===== config.mk =====
export PLATFORM = sky130hd
export DESIGN_NAME = ifu_fetch
export DESIGN_NICKNAME = d
export VERILOG_FILES = /design/src/rtl/ifu_pkg.sv /design/src/rtl/ifu_fifo.sv /design/src/rtl/ifu_fetch.sv
export SDC_FILE = /design/constraint.sdc
export NUM_CORES = 1
export LEC_CHECK = 0
export CAP_MARGIN = 10
export CORE_ASPECT_RATIO = 0.9
export CORE_MARGIN = 2
export CORE_UTILIZATION = 30
export CTS_BUF_LIST = sky130_fd_sc_hd__clkbuf_8
export DETAILED_ROUTE_END_ITERATION = 10
export SYNTH_ARGS = -nofsm -noshare
export SYNTH_HDL_FRONTEND = slang
export SYNTH_HIERARCHICAL = 1
export SYNTH_SLANG_ARGS = --single-unit
export TNS_END_PERCENT = 20

===== constraint.sdc =====
create_clock -name clk -period 8.6 [get_ports clk]
set_input_delay 1.72 -clock clk [delete_from_list [all_inputs] [get_ports clk]]
set_output_delay 1.72 -clock clk [all_outputs]
set_load 0.02 [all_outputs]

===== src/rtl/ifu_pkg.sv =====
// Shared types and constants for the instruction fetch unit.
// Fetch entries pair an instruction word with the address it was fetched from.
package ifu_pkg;

    localparam int XLEN    = 32;
    localparam int PC_STEP = 4;

    typedef logic [XLEN-1:0] addr_t;
    typedef logic [XLEN-1:0] instr_t;

    localparam instr_t INSTR_BUBBLE = 32'd0;
    localparam addr_t  WORD_MASK    = ~addr_t'(3);

    typedef struct packed {
        addr_t  addr;
        instr_t instr;
    } fetch_entry_t;

    function automatic addr_t align_word(input addr_t a);
        return a & WORD_MASK;
    endfunction

endpackage


===== src/rtl/ifu_fifo.sv =====
// Prefetch FIFO of {addr, instr} entries with synchronous clear.
// Head entry is read combinationally from registered storage.
module ifu_fifo
    import ifu_pkg::*;
#(
    parameter int DEPTH = 4,
    parameter int WIDTH = $bits(fetch_entry_t)
) (
    input  logic                   clk,
    input  logic                   rst,
    input  logic                   clr_i,
    input  logic                   push_i,
    input  logic                   pop_i,
    input  logic [WIDTH-1:0]       wdata_i,
    output logic [WIDTH-1:0]       rdata_o,
    output logic                   full_o,
    output logic                   empty_o,
    output logic [$clog2(DEPTH):0] count_o
);

    localparam int PTR_W = $clog2(DEPTH);

    logic [WIDTH-1:0] mem_q [DEPTH];
    logic [PTR_W:0]   wr_q, wr_d;
    logic [PTR_W:0]   rd_q, rd_d;
    logic             do_push;
    logic             do_pop;

    // Extra wrap bit distinguishes full from empty when the index bits match.
    always_comb begin
        count_o = wr_q - rd_q;
        empty_o = (wr_q == rd_q);
        full_o  = (wr_q[PTR_W] != rd_q[PTR_W]) &&
                  (wr_q[PTR_W-1:0] == rd_q[PTR_W-1:0]);
        do_pop  = pop_i && !empty_o;
        do_push = push_i && (!full_o || do_pop);
        wr_d    = wr_q;
        rd_d    = rd_q;
        if (clr_i) begin
            wr_d = '0;
            rd_d = '0;
        end else begin
            if (do_push) wr_d = wr_q + (PTR_W+1)'(1);
            if (do_pop)  rd_d = rd_q + (PTR_W+1)'(1);
        end
    end

    always_ff @(posedge clk) begin
        if (rst) begin
            wr_q <= '0;
            rd_q <= '0;
        end else begin
            wr_q <= wr_d;
            rd_q <= rd_d;
        end
    end

    always_ff @(posedge clk) begin
        if (do_push && !clr_i) begin
            mem_q[wr_q[PTR_W-1:0]] <= wdata_i;
        end
    end

    assign rdata_o = mem_q[rd_q[PTR_W-1:0]];

endmodule


===== src/rtl/ifu_fetch.sv =====
// Instruction fetch stage: owns the PC, issues word requests, buffers responses
// and presents one instruction/address pair per cycle to the decoder.
module ifu_fetch
    import ifu_pkg::*;
#(
    parameter logic [31:0] RESET_PC        = 32'h0000_0000,
    parameter int          FIFO_DEPTH      = 4,
    parameter int          MAX_OUTSTANDING = 2
) (
    input  logic        clk,
    input  logic        rst,
    output logic        imem_req_o,
    output logic [31:0] imem_addr_o,
    input  logic        imem_ready_i,
    input  logic        imem_rvalid_i,
    input  logic [31:0] imem_rdata_i,
    input  logic        rd_conflict_i,
    input  logic        flush_from_exe_i,
    input  logic [31:0] flush_addr_exe_i,
    input  logic        flush_from_dec_i,
    input  logic [31:0] flush_addr_dec_i,
    output logic [31:0] instr_ifu_2_dec_o,
    output logic [31:0] instr_addr_ifu_2_dec_o
);

    localparam int CNT_W = $clog2(FIFO_DEPTH) + 1;
    localparam int OUT_W = $clog2(MAX_OUTSTANDING + 1);
    localparam int AQ_W  = (MAX_OUTSTANDING > 1) ? $clog2(MAX_OUTSTANDING) : 1;
    localparam int SUM_W = CNT_W + 1;

    addr_t            pc_q, pc_d;
    logic [OUT_W-1:0] out_q, out_d;
    logic [OUT_W-1:0] discard_q, discard_d;
    logic [AQ_W-1:0]  aq_wr_q, aq_wr_d;
    logic [AQ_W-1:0]  aq_rd_q, aq_rd_d;
    addr_t [MAX_OUTSTANDING-1:0] aq_slots;

    logic             flush_any;
    addr_t            flush_target;
    logic [SUM_W-1:0] occupancy;
    logic             issue;
    logic             handshake;
    logic             resp_keep;
    logic             fifo_push;
    logic             fifo_pop;
    logic             fifo_full;
    logic             fifo_empty;
    logic [CNT_W-1:0] fifo_count;
    fetch_entry_t     push_entry;
    fetch_entry_t     head_entry;

    function automatic logic [AQ_W-1:0] aq_next(input logic [AQ_W-1:0] p);
        if (p == AQ_W'(MAX_OUTSTANDING - 1)) return '0;
        return p + AQ_W'(1);
    endfunction

    // Issue is limited so every in-flight response is guaranteed a FIFO slot.
    always_comb begin
        flush_any    = flush_from_exe_i | flush_from_dec_i;
        flush_target = align_word(flush_from_exe_i ? flush_addr_exe_i : flush_addr_dec_i);
        occupancy    = SUM_W'(fifo_count) + SUM_W'(out_q);
        issue        = !rst && !flush_any &&
                       (occupancy < SUM_W'(FIFO_DEPTH)) &&
                       (out_q < OUT_W'(MAX_OUTSTANDING));
        handshake    = issue && imem_ready_i;
        fifo_pop     = !fifo_empty && !rd_conflict_i && !flush_any;
        resp_keep    = imem_rvalid_i && (discard_q == '0) && !flush_any;
        fifo_push    = resp_keep && (!fifo_full || fifo_pop);
        push_entry   = '{addr: aq_slots[aq_rd_q], instr: imem_rdata_i};
    end

    always_comb begin
        pc_d      = pc_q;
        out_d     = out_q + OUT_W'(handshake) - OUT_W'(imem_rvalid_i);
        discard_d = discard_q;
        aq_wr_d   = handshake ? aq_next(aq_wr_q) : aq_wr_q;
        aq_rd_d   = imem_rvalid_i ? aq_next(aq_rd_q) : aq_rd_q;
        if (flush_any) begin
            pc_d      = flush_target;
            // Everything still in flight belongs to the abandoned stream.
            discard_d = out_d;
        end else begin
            if (handshake) pc_d = pc_q + addr_t'(PC_STEP);
            if (imem_rvalid_i && (discard_q != '0)) discard_d = discard_q - OUT_W'(1);
        end
    end

    always_ff @(posedge clk) begin
        if (rst) begin
            pc_q      <= RESET_PC;
            out_q     <= '0;
            discard_q <= '0;
            aq_wr_q   <= '0;
            aq_rd_q   <= '0;
        end else begin
            pc_q      <= pc_d;
            out_q     <= out_d;
            discard_q <= discard_d;
            aq_wr_q   <= aq_wr_d;
            aq_rd_q   <= aq_rd_d;
        end
    end

    // In-order address queue: one slot per possible in-flight request.
    genvar gi;
    generate
        for (gi = 0; gi < MAX_OUTSTANDING; gi++) begin : g_aq
            addr_t slot_q;
            always_ff @(posedge clk) begin
                if (handshake && (aq_wr_q == AQ_W'(gi))) begin
                    slot_q <= pc_q;
                end
            end
            assign aq_slots[gi] = slot_q;
        end
    endgenerate

    ifu_fifo #(
        .DEPTH (FIFO_DEPTH),
        .WIDTH ($bits(fetch_entry_t))
    ) u_fifo (
        .clk     (clk),
        .rst     (rst),
        .clr_i   (flush_any),
        .push_i  (fifo_push),
        .pop_i   (fifo_pop),
        .wdata_i (push_entry),
        .rdata_o (head_entry),
        .full_o  (fifo_full),
        .empty_o (fifo_empty),
        .count_o (fifo_count)
    );

    assign imem_req_o             = issue;
    assign imem_addr_o            = pc_q;
    assign instr_ifu_2_dec_o      = fifo_empty ? INSTR_BUBBLE : head_entry.instr;
    assign instr_addr_ifu_2_dec_o = fifo_empty ? INSTR_BUBBLE : head_entry.addr;

endmodule


; ---- Word level (Yosys, flattened, before mapping)
; Memories as Yosys holds them, arrays and structs flattened. A register that Yosys moved wholly into a read port is not among the register bits.
; Index checks and enable logic that the tools add are counted.
[op_classes]
reduce_logical = 28
n_div = 0
muxes = 19
mul = 0
eq_ne = 3
shifts = 0
bitwise_logic = 2
n_addsub = 10
magnitude_cmp = 3
[op_table]
columns = cell, count
row1 = $mux W32, 7
row2 = $add A32 B3 Y32 const B, 1
row3 = $logic_and A1 B1 Y1, 16
row4 = $mux W1, 8
row5 = $mux W2, 4
row6 = $add A3 B1 Y3 const B, 2
row7 = $reduce_bool A2 Y1, 3
row8 = $logic_not A1 Y1, 5
row9 = $add A3 B2 Y4, 1
row10 = $lt A4 B3 Y1 const B, 1
row11 = $eq A3 B3 Y1, 1
row12 = $sub A3 B3 Y3, 1
row13 = $add A1 B1 Y1 const B, 2
row14 = $add A2 B1 Y2, 1
row15 = $eq A2 B2 Y1, 1
row16 = $logic_not A2 Y1, 1
row17 = $logic_or A1 B1 Y1, 2
row18 = $lt A1 B2 Y1 const B, 1
row19 = $lt A2 B2 Y1 const B, 1
row20 = $reduce_or A2 Y1, 1
row21 = $sub A2 B1 Y2, 1
row22 = $sub A2 B1 Y2 const B, 1
row23 = $ne A1 B1 Y1, 1
row24 = $not A1 Y1, 1
row25 = $or A1 B1 Y1, 1
[totals]
latch_bits = 0
mem_bits_rw = 256
romBits = 0
memories = 1
ff_bits = 108
word_cells = 76
[mem_list]
columns = memory, depth, width, read_ports, rd_ports_with_merged_regs, wr, line_no
row1 = u_fifo.mem_q, 4, 64, 1, 1, 1, ifu_fifo.sv:23  ; logic [WIDTH-1:0] mem_q [DEPTH];

; ---- Logic depth before layout (Yosys ltp)
; Gate-level depths: netlist of the first run.
[depth]
ltp_word = 10
depth_mapped = 17
ltp_nobuf = 16

; ---- Modules after synthesis
; The synthesis of the first run kept the hierarchy.
[modules_own_cells]
columns = mod, instances, area_each_um2, cells_per_inst, seq_area_each_um2
row1 = ifu_fifo, 1, 9760.6, 392, 7847.5
row2 = ifu_fetch, 1, 5009.8, 481, 2522.4

; ---- Least setup slack after synthesis of the first run
; Ideal clock, no wire load.
[synth_path]
kind = input to register
start = in flush_from_exe_i
end = mem u_fifo/mem_q[1][0] (netlist bit), enable pin
t_arrival_ns = 7.837
slack_ns = 0.185
n_path_buf = 0
path_stages = 6
setup_time_ns = 0.578
path_cell_list = nor2_1 -> inv_1 -> nor3_1 -> o2111a_1 -> o31ai_4 -> nor3b_1
[synth_via]
elab_chain_len = 9
[synth_rtl]
columns = element, line_no
row1 = start: declaration, ifu_fetch.sv:18  ; input logic flush_from_exe_i,
row2 = $or A1 B1 Y1, ifu_fetch.sv:59  ; flush_any = flush_from_exe_i | flush_from_dec_i;
row3 = named net flush_any, ifu_fetch.sv:38  ; logic flush_any;
row4 = $logic_not A1 Y1, ifu_fetch.sv:66  ; fifo_pop = !fifo_empty && !rd_conflict_i && !flush_any;
row5 = $logic_and A1 B1 Y1, ifu_fetch.sv:66
row6 = named net fifo_pop, ifu_fetch.sv:45  ; logic fifo_pop;
row7 = $logic_or A1 B1 Y1, ifu_fetch.sv:68  ; fifo_push = resp_keep && (!fifo_full || fifo_pop);
row8 = $logic_and A1 B1 Y1, ifu_fetch.sv:68
row9 = named net fifo_push, ifu_fetch.sv:44  ; logic fifo_push;
row10 = $logic_and A1 B1 Y1, ifu_fifo.sv:36  ; do_push = push_i && (!full_o || do_pop);
row11 = $logic_and A1 B1 Y1, ifu_fifo.sv:59  ; if (do_push && !clr_i) begin
row12 = $mux W1, ifu_fifo.sv:59
row13 = $mux W1 (not written as such), ifu_fifo.sv:60  ; mem_q[wr_q[PTR_W-1:0]] <= wdata_i;
row14 = end: declaration, ifu_fifo.sv:23
; The timed path passes the listed nets, and every way through them passes these cells.

; ---- Worst setup path in the final report of the first run
[layout_path]
start = in flush_from_exe_i
end = out imem_req_o
[layout_via]
elab_chain_len = 5
[layout_rtl]
columns = element, line_no
row1 = $or A1 B1 Y1, ifu_fetch.sv:59
row2 = $logic_not A1 Y1, ifu_fetch.sv:62  ; issue = !rst && !flush_any &&
row3 = $logic_and A1 B1 Y1 (2 in series), ifu_fetch.sv:62
row4 = $logic_and A1 B1 Y1, ifu_fetch.sv:63  ; (occupancy < SUM_W'(FIFO_DEPTH)) &&
row5 = end: declaration, ifu_fetch.sv:12  ; output logic imem_req_o,
; No other way between the ends.

==> results of run 1 <==
==> layer usage <==
| metal | global-route usage (%) | up-vias | routed length, um |
|---|---|---|---|
| li1 | - | 3873 | - |
| met1 | 19.4 | 4248 | 16300 |
| met2 | 22.0 | 264 | 16600 |
| met3 | 3.28 | 48 | 2110 |
| met4 | 4.07 | 0 | 592 |
| met5 | 0 | - | 0 |
==> registers in the layout, indices dropped and copies added (netlist names), named ones only <==
| signal | flops |
|---|---|
| u_fifo/mem_q | 256 |
| out_q | 2 |
| u_fifo/wr_q | 3 |
| imem_addr_o | 30 |
| g_aq.slot_q | 60 |
| discard_q | 2 |
| aq_wr_q | 1 |
| aq_rd_q | 1 |
| u_fifo/rd_q | 3 |
==> cell families after synthesis <==
family          after synthesis
flops                       360
simple gates                218
mux                         104
compound gates               90
buf+inv                      65
xor+xnor                     22
fa+ha+maj                    13
other cells                   1
==> where the power goes <==
group	leakage, nW	internal [mW]	switching (mW)
logic	2.11	0.105	0.104
registers	3.22	1.92	0.0319
clock network	0.679	0.793	0.684
total	6.01	2.82	0.820
==> final timing paths <==
kind                            slack, ns            endpoint  cells after the start
worst max-delay path                 3.08          imem_req_o                      5
worst min-delay path                 0.51      u_fifo/wr_q[0]                      2
worst max register to register       4.70  u_fifo/mem_q[2][0]                      9
worst min register to register       0.51      u_fifo/wr_q[0]                      2
==> layout make-up <==
cell class	instances	area share [%]
Sequential cell	360	55.6
Clock buffer	69	5.09
Multi-Input combinational cell	457	22.4
Timing Repair Buffer	210	11.0
Clock inverter	46	1.33
Inverter	19	0.382
Tap cell	632	4.23
==> placed cells by master (no fill, tap or decap), types with 31 or more instances in the layout <==
master,count
edfxtp_1,316
clkdlybuf4s50_1,193
clkbuf_8,69
nor2b_1,66
mux4_2,64
dfxtp_1,42
inv_1,36
nand2_1,36
nor2_1,31
a21oi_1,31
==> critical path, delay by kind of cell <==
family / cells / cell delay (ns)
buf+inv: 3 / 1.28
simple gates: 2 / 0.80
==> per-stage QoR <==
stage	area (sq um)	util [%]	setup slack, ns	hold slack, ns	total power [mW]
6_report	18700	38.2	3.08	0.508	3.64
3_3_place_gp	17500	35.8	2.83	0.485	2.20
3_5_place_dp	17500	35.8	2.74	0.494	2.20
2_1_floorplan	14800	-	0.185	0.472	2.08
4_1_cts	18700	38.2	3.08	0.502	3.70
5_1_grt	18700	38.2	2.93	0.526	3.80
==> impl_metrics.tcl, run 1 <==
set metrics [dict create \
    start_util_pct 30.2 \
    nNetsFinal 1225 \
    via_count 8433 \
    die_x_um 238 \
    synth_area_leader_cell "edfxtp_1" \
    relSlewSlack_pct 32.4 \
    holdCritPathClass "register to register" \
    htree_levels 2 \
    grt_start_max_net_pins 48 \
    routedWlPerCell_um 19.8 \
    clkLatencyLatePin_ns 0.63 \
    drt_pass1_iterations 5 \
    crit_type "primary input to output port" \
    crit_path_top_delay_cell "clkdlybuf4s50_1" \
    synthXorXnorAreaFrac_pct 1.36 \
    hold_start "u_fifo/wr_q[0]" \
    crit_path_start "flush_from_exe_i" \
    numPortBuffers 193 \
    rsz0062_at_grt "false" \
    worst_ep_required_time_ns 6.88 \
    yosysUniqueCellTypes 64 \
    critPathMaxStageDelay_ns 0.63 \
    clk_path_buf_depth 3 \
    synthTopCellsByCount "edfxtp_1 (316), nor2b_1 (66), mux4_2 (64), dfxtp_1 (44), nand2_1 (36)" \
    row_count 77 \
    drtIter0Drc 451 \
    yosysMostFrequentCell "edfxtp_1" \
    hold_buffers 0 \
    drv_slew 0 \
    cp_cell_sequence "clkdlybuf4s50_1 > buf_4 > nor2_1 > and3_1 > clkdlybuf4s50_1" \
    startpoint_type "primary input" \
    async_reset_ff_share_pct 0 \
    dieArea_sq_um 51000 \
    place_congestion 0.767 \
    fin_cells 1793 \
    numCtsBuffers 61 \
    fp.dieH_um 215 \
    remaining_drc_errors 0 \
    netlist_area_sq_um 14800 \
    synthAdderAreaFrac_pct 1.15 \
    crit_fanout 39 \
    synth-simple-area-share_pct 8.66 \
    synth_edf_count 316 \
    synth_compound_area_share_pct 3.95 \
    postSynthAreaPerCell_sq_um 16.9 \
    seq_area_sq_um 10400 \
    ys_seq_elements 360 \
    period_needed_ns 5.52 \
    netlist_top_cells_area "edfxtp_1 (64%), mux4_2 (9.8%), dfxtp_1 (6.0%), nor2b_1 (2.8%), mux2_2 (2.3%)" \
    grt_overflow_total 0 \
    cts.repair.resized 0 \
    end_kind "output port" \
    n_antenna_cell 0 \
    p_per_area_nw_per_um2 195 \
    globalRouteTotalUtil_pct 14.0 \
    routed_via_density 4.70 \
    dp_hpwl_um 22100 \
    clk_root_buffer_cell "clkbuf_8" \
    grt_pass1_wl_um 53900 \
    ios 200 \
    drv_cap 0 \
    first_global_vias 8802 \
    dpl.cell_count 1678 \
    irDropWorstVdd_mv 0.0960 \
    critPathArrivalTime_ns 3.80 \
    max_freq_mhz 181 \
    cp_common_cell "clkdlybuf4s50_1" \
    tns_ns 0 \
    yosysWarnings 6 \
    tightest_slew_ns 1.01 \
    outcome "completed" \
    synth_top_family_by_area "multiplexers" \
    ant_nets 0 \
    ys_dominant_reg_cell "edfxtp_1" \
    netlist_instances 873 \
    min_period_over_period_pct 64.2 \
    leakagePower_nw 6.01 \
    yosys.area.top_type_share_pct 64.2 \
    cts.clk_slew.worst_paths_ns 0.05 \
    r2r-start "u_fifo/wr_q[0]" \
    synthMuxAreaShare_pct 12.7 \
    cts_setup_buffers 0 \
    final.setup_skew_ns 0.0188 \
    setup_viol 0 \
    fillers 4563 \
    cts_tree "done" \
    layout-drive-gt1-share_pct 18.9 \
    clock_sinks 360 \
    hold_viol_final 0 \
    coreArea_sq_um 48800 \
    antenna_found_initial 0 \
    routed_wl_um 35600 \
    multi_input_area_sq_um 4180 \
    area_growth_pct 26.4 \
    yosysSeqAreaShare_pct 70.2 \
]
Power figures use the tool's default switching activity.
==> run 2, diff against run 1 <==
==> constraint.sdc (replaced) <==
create_clock -name clk -period 5.69 [get_ports clk]
set_input_delay 1.138 -clock clk [delete_from_list [all_inputs] [get_ports clk]]
set_output_delay 1.138 -clock clk [all_outputs]
set_load 0.02 [all_outputs]
==> run 2 against run 1 <==
Compared with the run above:
- cell count increased by 0.11%
- first-iteration DRC count increased by 32%
- via count increased by 0.43%
- sequential power increased by 51%
- register-to-register slack got worse by 3.1 ns
- flip-flop and latch count unchanged
- power increased by 50%
- non-clock buffer count decreased by 1
- clock-buffer cell count unchanged
- critical path type is now register to output port
==> impl_metrics.tcl, run 2 (same netlist as run 1, synthesis figures left out) <==
set metrics [dict create \
    fin_hold_ws_ns 0.512 \
    leakagePower_nw 6.01 \
    layout_commonest_cell "edfxtp_1" \
    drtIter0Drc 596 \
    period_needed_ns 4.82 \
    dp_hpwl_um 21700 \
    clk_root_buffer_cell "clkbuf_8" \
    first_global_vias 8853 \
    crit_type "register to output port" \
    drt_pass1_iterations 5 \
    hold_viol_final 0 \
    tns_ns 0 \
    p_total_mw 5.46 \
    row_count 77 \
    clock_sinks 360 \
    numCtsBuffers 66 \
    numPortBuffers 193 \
    setup_ws_ns 0.874 \
    clk_path_buf_depth 3 \
    routed_via_density 4.72 \
    tightest_slew_ns 1.12 \
    largest_reg_flops 256 \
    globalRouteTotalUtil_pct 14.2 \
    final.setup_skew_ns 0.0227 \
    remaining_drc_errors 0 \
    layout-drive-gt1-share_pct 18.7 \
    routedWlPerCell_um 20.0 \
    routed_wl_um 35900 \
    max_freq_mhz 208 \
    relSlewSlack_pct 25.1 \
    startpoint_type "register" \
    crit_path_start "u_fifo/wr_q[0]" \
    outcome "completed" \
    nNetsFinal 1229 \
    ios 200 \
    hold_start "u_fifo/wr_q[0]" \
    holdCritPathClass "register to register" \
    p_per_area_nw_per_um2 293 \
    rsz0062_at_grt "false" \
    start_util_pct 30.2 \
    grt_pass1_wl_um 54100 \
    worst_ep_required_time_ns 4.55 \
    dieArea_sq_um 51000 \
    crit_fanout 47 \
    via_count 8469 \
    pre_cts_slack_ns 1.39 \
    grt_start_max_net_pins 65 \
    dpl.cell_count 1677 \
    final_cell_mix "edfxtp_1 (316), clkdlybuf4s50_1 (193), clkbuf_8 (69), nor2b_1 (66), mux4_2 (64)" \
    die_x_um 238 \
    cts.repair.resized 0 \
    r2r-start "u_fifo/wr_q[0]" \
    fin_area_sq_um 18700 \
    antenna_found_initial 1 \
    irDropWorstVdd_mv 0.135 \
    area_growth_pct 26.3 \
    cts_setup_buffers 0 \
    fp.dieH_um 215 \
    clkLatencyLatePin_ns 0.60 \
    critPathArrivalTime_ns 3.68 \
    cts.clk_slew.worst_paths_ns 0.05 \
    setup_viol 0 \
    coreArea_sq_um 48800 \
    ant_nets 0 \
    place_congestion 0.814 \
    drv_cap 0 \
    htree_levels 3 \
    fin_util_pct 38.2 \
    cts_tree "done" \
    placed_area_sq_um 17500 \
    min_period_over_period_pct 84.6 \
    grt_overflow_total 0 \
    end_kind "output port" \
    hold_buffers 0 \
    fin_cells 1795 \
    n_antenna_cell 0 \
    drv_slew 0 \
]
-- run 2: cell types whose count changed in the layout (fill, tap and decap cells not counted) --
cell and delta:
bufinv_16 -2, inv_1 +3, buf_12 +2, clkinv_1 +1, clkinvlp_4 -2, clkinv_4 -1
buf_4 -3, inv_6 +4
-- run 2: path summary, 6_finish.rpt --
kind | endpoint | slack [ns] | cells after the start
min | u_fifo/wr_q[0] | 0.51 | 2
min reg2reg | u_fifo/wr_q[0] | 0.51 | 2
max | instr_addr_ifu_2_dec_o[26] | 0.87 | 7
max reg2reg | u_fifo/mem_q[0][5] | 1.62 | 11
-- run 2: final cells by class --
type	instances	area, sq um
clock buffer	69	950
clock inverter	49	214
fill	4528	30200
inverter	19	71.3
multi-input combinational	457	4180
sequential	360	10400
tap	632	791
timing repair buffer	209	2080
-- run 2: critical path, cell delays in order, from the launching register on --
cell and delay (ns):
dfxtp_1 0.38, inv_1 0.11, ha_1 0.33, and2_1 0.17, and2_2 0.89, buf_4 0.45
nor2b_1 0.15, clkdlybuf4s50_1 0.56
-- run 2: metal layers --
metal  vias to the layer above  wire length [um]  global-route usage [%]
met2                       290             16300                    21.9
met3                        59              2470                    4.04
met5                         -                 0                       0
li1                       3886                 -                       -
met1                      4234             16300                    19.2
met4                         0               780                    4.68
-- run 2: where the power goes --
part,switching [mW],total (mW),internal [mW]
logic,0.161,0.320,0.159
registers,0.0447,2.95,2.91
clock network,1.06,2.19,1.13
